<file path="src/rtl/servo_pwm.sv">
// Hobby-servo PWM generator: one pulse per frame, width mapped linearly from a 0-180 degree angle.
// The angle is sampled near frame end and converted by a serial restoring divider before the wrap.
module servo_pwm #(
  parameter int unsigned FRAME_TICKS = 240000,
  parameter int unsigned MIN_TICKS   = 6000,
  parameter int unsigned MAX_TICKS   = 30000,
  parameter int unsigned PRESAMPLE   = 64
) (
  input  logic       clk,
  input  logic       reset,
  input  logic [7:0] angle,
  input  logic       enable,
  output logic       pwm_out,
  output logic       frame_start,
  output logic       angle_clamped,
  output logic       busy
);

  localparam int unsigned CNT_W  = $clog2(FRAME_TICKS);
  localparam int unsigned ANG_W  = 8;
  localparam int unsigned PROD_W = 26;
  localparam int unsigned REM_W  = 8;
  localparam int unsigned BIT_W  = 5;
  localparam int unsigned SPAN   = MAX_TICKS - MIN_TICKS;

  localparam logic [ANG_W-1:0] ANGLE_MAX  = ANG_W'(180);
  localparam logic [REM_W:0]   DIVISOR    = (REM_W+1)'(180);
  localparam logic [CNT_W-1:0] LAST_CNT   = CNT_W'(FRAME_TICKS - 1);
  localparam logic [CNT_W-1:0] SAMPLE_CNT = CNT_W'(FRAME_TICKS - PRESAMPLE);
  localparam logic [BIT_W-1:0] LAST_BIT   = BIT_W'(PROD_W - 1);

  typedef enum logic [1:0] {
    IDLE = 2'd0,
    CALC = 2'd1,
    DONE = 2'd2
  } state_t;

  state_t state, state_next;

  logic [CNT_W-1:0]  frame_cnt;
  logic [CNT_W-1:0]  width_cur;
  logic              active;
  logic              clamp_cur;
  logic              s_en;
  logic              s_clamp;
  logic [PROD_W-1:0] dq;
  logic [REM_W-1:0]  rem;
  logic [BIT_W-1:0]  bit_cnt;

  logic              wrap_c;
  logic              sample_c;
  logic [ANG_W-1:0]  angle_sat_c;
  logic [PROD_W-1:0] prod_c;
  logic [REM_W:0]    rem_sh_c;
  logic              ge_c;
  logic [CNT_W-1:0]  width_next_c;

  // Frame markers, saturated angle and the scaled product fed to the divider
  always_comb begin
    wrap_c       = (frame_cnt == LAST_CNT);
    sample_c     = (frame_cnt == SAMPLE_CNT);
    angle_sat_c  = (angle > ANGLE_MAX) ? ANGLE_MAX : angle;
    prod_c       = PROD_W'(angle_sat_c) * PROD_W'(SPAN);
    rem_sh_c     = {rem, dq[PROD_W-1]};
    ge_c         = (rem_sh_c >= DIVISOR);
    width_next_c = CNT_W'(MIN_TICKS) + CNT_W'(dq);
  end

  always_ff @(posedge clk) begin
    if (reset) state <= IDLE;
    else       state <= state_next;
  end

  always_comb begin
    state_next = state;
    case (state)
      IDLE:    if (sample_c) state_next = CALC;
      CALC:    if (bit_cnt == LAST_BIT) state_next = DONE;
      DONE:    if (wrap_c) state_next = IDLE;
      default: state_next = IDLE;
    endcase
  end

  // Datapath: frame counter, sampling, restoring divider and wrap commit
  always_ff @(posedge clk) begin
    if (reset) begin
      frame_cnt     <= '0;
      width_cur     <= CNT_W'(MIN_TICKS);
      active        <= 1'b0;
      clamp_cur     <= 1'b0;
      s_en          <= 1'b0;
      s_clamp       <= 1'b0;
      dq            <= '0;
      rem           <= '0;
      bit_cnt       <= '0;
      pwm_out       <= 1'b0;
      frame_start   <= 1'b0;
      angle_clamped <= 1'b0;
      busy          <= 1'b0;
    end else begin
      frame_cnt <= wrap_c ? '0 : frame_cnt + CNT_W'(1);

      if (state == IDLE && sample_c) begin
        dq      <= prod_c;
        rem     <= '0;
        bit_cnt <= '0;
        s_en    <= enable;
        s_clamp <= (angle > ANGLE_MAX);
      end else if (state == CALC) begin
        // Dividend shifts out of the top while quotient bits enter at the bottom
        dq      <= {dq[PROD_W-2:0], ge_c};
        rem     <= ge_c ? REM_W'(rem_sh_c - DIVISOR) : rem_sh_c[REM_W-1:0];
        bit_cnt <= bit_cnt + BIT_W'(1);
      end

      // An unfinished conversion at wrap leaves the previous frame settings in place
      if (wrap_c && state == DONE) begin
        width_cur <= width_next_c;
        active    <= s_en;
        clamp_cur <= s_clamp;
      end

      frame_start   <= (frame_cnt == '0);
      pwm_out       <= active && (frame_cnt < width_cur);
      angle_clamped <= clamp_cur;
      busy          <= (state_next == CALC);
    end
  end

endmodule

</file>
<file path="config.mk">
export PLATFORM = sky130hd
export DESIGN_NAME = servo_pwm
export DESIGN_NICKNAME = d
export VERILOG_FILES = /design/src/rtl/servo_pwm.sv
export SDC_FILE = /design/constraint.sdc
export NUM_CORES = 1
export LEC_CHECK = 0
export ABC_CLOCK_PERIOD_IN_PS = 11600
export CAP_MARGIN = 20
export CORE_ASPECT_RATIO = 1.5
export CORE_MARGIN = 4
export CORE_UTILIZATION = 40
export DETAILED_ROUTE_END_ITERATION = 10
export PLACE_DENSITY_LB_ADDON = 0.25
export SYNTH_ARGS = -nofsm -noshare
export SYNTH_HDL_FRONTEND = slang
export SYNTH_SLANG_ARGS = --single-unit
</file>
<file path="constraint.sdc">
create_clock -name clk -period 11.6 [get_ports clk]
set_input_delay 1.74 -clock clk [delete_from_list [all_inputs] [get_ports clk]]
set_output_delay 1.74 -clock clk [all_outputs]
set_load 0.01 [all_outputs]
</file>
* After elaboration in Yosys (flattened, before gate mapping)
Cells that the tools add are included.
Operators by class: reductions and logical operators 8, eq/ne operators 6, $mul 1, muxes and demuxes 8, add/subtract/negate cells 4, $lt $le $gt $ge 3
Operators with widths (number):
- 23-bit 2-to-1 mux | 2
- 18-bit == test, second input constant | 2
- 13-bit by 18-bit adder with 18-bit output, first input constant | 1
- 18-bit by 1-bit adder with 18-bit output, second input constant | 1
- 18-bit logical NOT | 1
- 18-bit < comparator | 1
- 8-bit by 9-bit multiplier with 17-bit output, second input constant | 1
- 8-bit 2-to-1 mux | 2
- 9-bit by 8-bit >= comparator with 1-bit output, second input constant | 1
- 8-bit > comparator, second input constant | 1
- 8-bit subtractor, second input constant | 1
- 2-bit 2-to-1 mux | 3
- 2-bit case mux with 3 select lines | 1
- 5-bit by 1-bit adder with 5-bit output, second input constant | 1
- 5-bit == test, second input constant | 1
- 2-bit by 1-bit == test with 1-bit output, second input constant | 2
- 2-bit OR reduction | 2
- 1-bit logical AND | 3
- 2-bit == test, second input constant | 1
- 2-bit logical NOT | 1
- 2-bit nonzero test | 1
Word-level totals: register bits 85, input bits 11

* Longest topological paths before layout
depth after elaboration 4, depth in mapped cells 19

* Least setup slack after synthesis
Ideal clock, no wire load.
path type input port to flip-flop, from input port angle[0], to register dq[22], setup time 0.071 ns, setup slack 5.567 ns, cell stages on the path 17, required time 11.529 ns, arrival time 5.962 ns, cell sequence o21ai_0 > a21oi_1 > o21ai_0 > nand2_1 > fa_1 > inv_1 > fa_1 > inv_1 > fa_1 > fa_1 > inv_1 > ha_1 > o21ai_0 > nor3_1 > o21ai_0 > a2111oi_0 > o21bai_1
Between the ends: longest elaborated chain between the ends 4
RTL lines:
- start: declaration | line 11 | input logic [7:0] angle,
- 8-bit > comparator | line 62 | angle_sat_c = (angle > ANGLE_MAX) ? ANGLE_MAX : angle;
- 8-bit 2-to-1 mux (*) | line 62
- 8-bit by 9-bit multiplier with 17-bit output (*) | line 63 | prod_c = PROD_W'(angle_sat_c) * PROD_W'(SPAN);
- 23-bit 2-to-1 mux (*) | line 103 | if (state == IDLE && sample_c) begin
- end signal: assignment | line 104 | dq <= prod_c;
- end signal: assignment | line 111 | dq <= {dq[PROD_W-2:0], ge_c};
- end: declaration | line 46 | logic [PROD_W-1:0] dq;
Mark *: on every way between the ends. The rest lies on a longest branch, timed or not. A chain may end at the register's enable or synchronous reset.

* Final worst setup path
Same ends and word-level chain as after synthesis.

==> results_dict.tcl <==
set metrics [dict create \
    powerDensity_nw_per_um2 150 \
    finalMaxSlewViolations 0 \
    worst_slew_pin_slew_ps 1020 \
    clkLatencyLatePin_ps 340 \
    required_ps 11860 \
    detail_route.vias_per_cell 5.15 \
    post-dp-hpwl_mm 8.89 \
    maximum_clock_frequency_ghz 0.151 \
    worst_hold_path_type "reg -> reg" \
    drt-met1-wl_mm 4.93 \
    detail_route.first_pass.iterations 4 \
    synth_seq_cells 85 \
    dominantRegCellSynth "dfxtp_1" \
    worst_slack_at_placement_ps 4640 \
    final_worst_setup_slack_ps 4970 \
    cts_tree "done" \
    irDropWorstVdd_mv 0.0768 \
    final_net_count 771 \
    clkSinkCount 85 \
    grt_setup_unrepaired "false" \
    totalNegativeSetupSlack_ps 0 \
    syn-cell-area_um2 5640 \
    hold_start "dq[24]" \
    routed-wl-met3_um 201 \
    number_of_buffer_cells_added_on_primary_ports 14 \
    final.setup_skew_ps 10.5 \
    cap_violations 0 \
    global_route_usage_sum 0.146 \
    final.fill_count 1354 \
    dr_wl_met2_mm 5.94 \
    yosys.cell_types.count 53 \
    initial_utilization 0.413 \
    grt_start_max_net_pins 55 \
    final_hold_violation_count 0 \
    totalWireLength_mm 11.3 \
    synth-edff-count 0 \
    die_x_um 105 \
    worst_r2r_startpoint "frame_cnt[12]" \
    cts_htree_levels 3 \
    async_reset_ff_frac 0 \
    insertedDiodeCount 0 \
    dr_total_vias 4336 \
    cts-hold-fix-buffers 0 \
    num_rows 52 \
    die_area_um2 16100 \
    syn_to_final_growth_pct 9.32 \
    cp-startpoint "angle[0]" \
    timing_worst_setup_path_type "in -> reg" \
    synth.avg_cell_area_um2 8.33 \
    worst-endpoint-arrival_ps 6890 \
    ys_seq_area_frac 0.302 \
    finish.utilization 0.451 \
    ios 15 \
    share_of_the_cycle_needed_by_the_critical_path_after_routing 0.571 \
    globalRoute.totalOverflow 0 \
    timing.final.setup_violations 0 \
    post_cts_setup_buffers 0 \
    setup.worst_path.end_class "flop" \
    antenna_found_initial 0 \
    clockBufferDepth 2 \
    final_wtd_congestion 0.905 \
    period_minus_slack_ps 6630 \
    p_leak_nw 2.67 \
    top_layer "met4" \
    critPathMaxFanout 7 \
    clk_pin_slew_worst_paths_ps 70 \
    synthesis.yosys.warnings 0 \
    post_route_cells_drive_above_1_share 0.0324 \
    grt_pass1_wl_mm 19.7 \
    hold_path_depth 2 \
    grt_pass1_vias 4298 \
    cts.repair.resized 0 \
    worst_slew_margin_rel 0.321 \
    cts-buffers-inserted 9 \
    coreArea_um2 13700 \
    clockRootBuffer "clkbuf_16" \
    wire_per_inst_um 13.5 \
    drc_errors 0 \
    synthCells 677 \
    reg2reg_path_depth 5 \
    drtIter0Drc 144 \
    fp.dieH_um 153 \
    ant_nets 0 \
    cp-start-kind "input pin" \
    status "finished clean" \
]
[final cells by class]
cell class                 instances  area (µm²)  share of cell area
timing repair buffer              14         135              0.0219
multi-input combinational        485        3520               0.571
tap                              162         203              0.0329
inverter                          80         300              0.0487
sequential                        85        1700               0.276
clock inverter                     7        80.1              0.0130
clock buffer                       9         225              0.0365
[where the power goes]
group | leakage, nW | switching, mW | internal (mW) | total, mW
logic | 1.84 | 0.191 | 0.144 | 0.335
registers | 0.685 | 0.00118 | 0.293 | 0.294
clock network | 0.149 | 0.125 | 0.170 | 0.295
[cell usage in the layout (no fill, tap or decap), types with 11 or more instances in the layout]
cell             netlist  routed
a21oi_1               52      52
xor2_1                22      22
inv_1                 80      80
clkdlybuf4s50_1        0      13
nor2_1                73      73
nor3_1                12      12
a211oi_1              12      12
and3_1                11      11
ha_1                  62      62
nand2_1               63      63
xnor2_1               15      15
nand3_1               14      14
fa_1                  23      23
dfxtp_1               85      85
o21ai_0               22      22
[critical path: stages]
cell and delay [ps]:
clkdlybuf4s50_1 410, o21ai_0 170, a21oi_1 80, o21ai_0 510
nand2b_1 260, ha_1 400, inv_1 70, fa_1 500
inv_1 60, fa_1 530, inv_1 50, fa_1 530
inv_1 50, ha_1 360, nand3_1 90, nor3_1 360
o21ai_0 180, a2111oi_0 380, o21bai_1 160
[sequential cells by signal, indices dropped and copies added, names as in the netlist]
name,count
bit_cnt,5
s_en,1
dq,26
frame_cnt,18
active,1
clamp_cur,1
angle_clamped,1
s_clamp,1
pwm_out,1
frame_start,1
rem,8
width_cur,18
busy,1
state,2
[synth_stat cells (all sizes together) (10+ instances only)]
master	n	area, µm²
clkbuf	20	75.1
nand3	14	70.1
xor2	22	193
nor2	74	285
a21oi	52	260
nor3	12	60.1
nand2	63	236
and3	11	68.8
ha	62	776
dfxtp	85	1700
o21ai	22	110
fa	23	460
inv	80	300
xnor2	15	131
a211oi	12	90.1
nand4	10	62.6
nand2b	10	62.6
[logic make-up after synthesis]
| group | Yosys count | share of synthesized area |
|---|---|---|
| other cells | 1 | 0.000665 |
| simple gates | 223 | 0.189 |
| compound gates | 135 | 0.150 |
| fa+ha+maj | 85 | 0.219 |
| mux | 3 | 0.00533 |
| xor+xnor | 37 | 0.0575 |
| buf+inv | 108 | 0.0761 |
| flops | 85 | 0.302 |
[layer usage]
metal,vias to the layer above,GRT usage
met5,-,0
met4,0,0.0519
met3,17,0.0207
met2,40,0.273
met1,1998,0.168
li1,2281,-
[path summary, 6_finish.rpt]
check	end	slack [ps]
max	dq[22]	4970
min	dq[25]	450
max reg2reg	dq[0]	8520
min reg2reg	dq[25]	450
[per-stage QoR]
step	total power [mW]	hold slack (ps)	instance area, µm²	cells
6_report	0.924	453	6160	842
5_1_grt	1.00	472	6160	842
4_1_cts	0.937	452	6160	842
3_5_place_dp	0.636	444	5860	826
3_3_place_gp	0.631	440	5860	826
2_1_floorplan	0.570	427	5640	678
No activity file was read; power rests on OpenSTA's default activity.
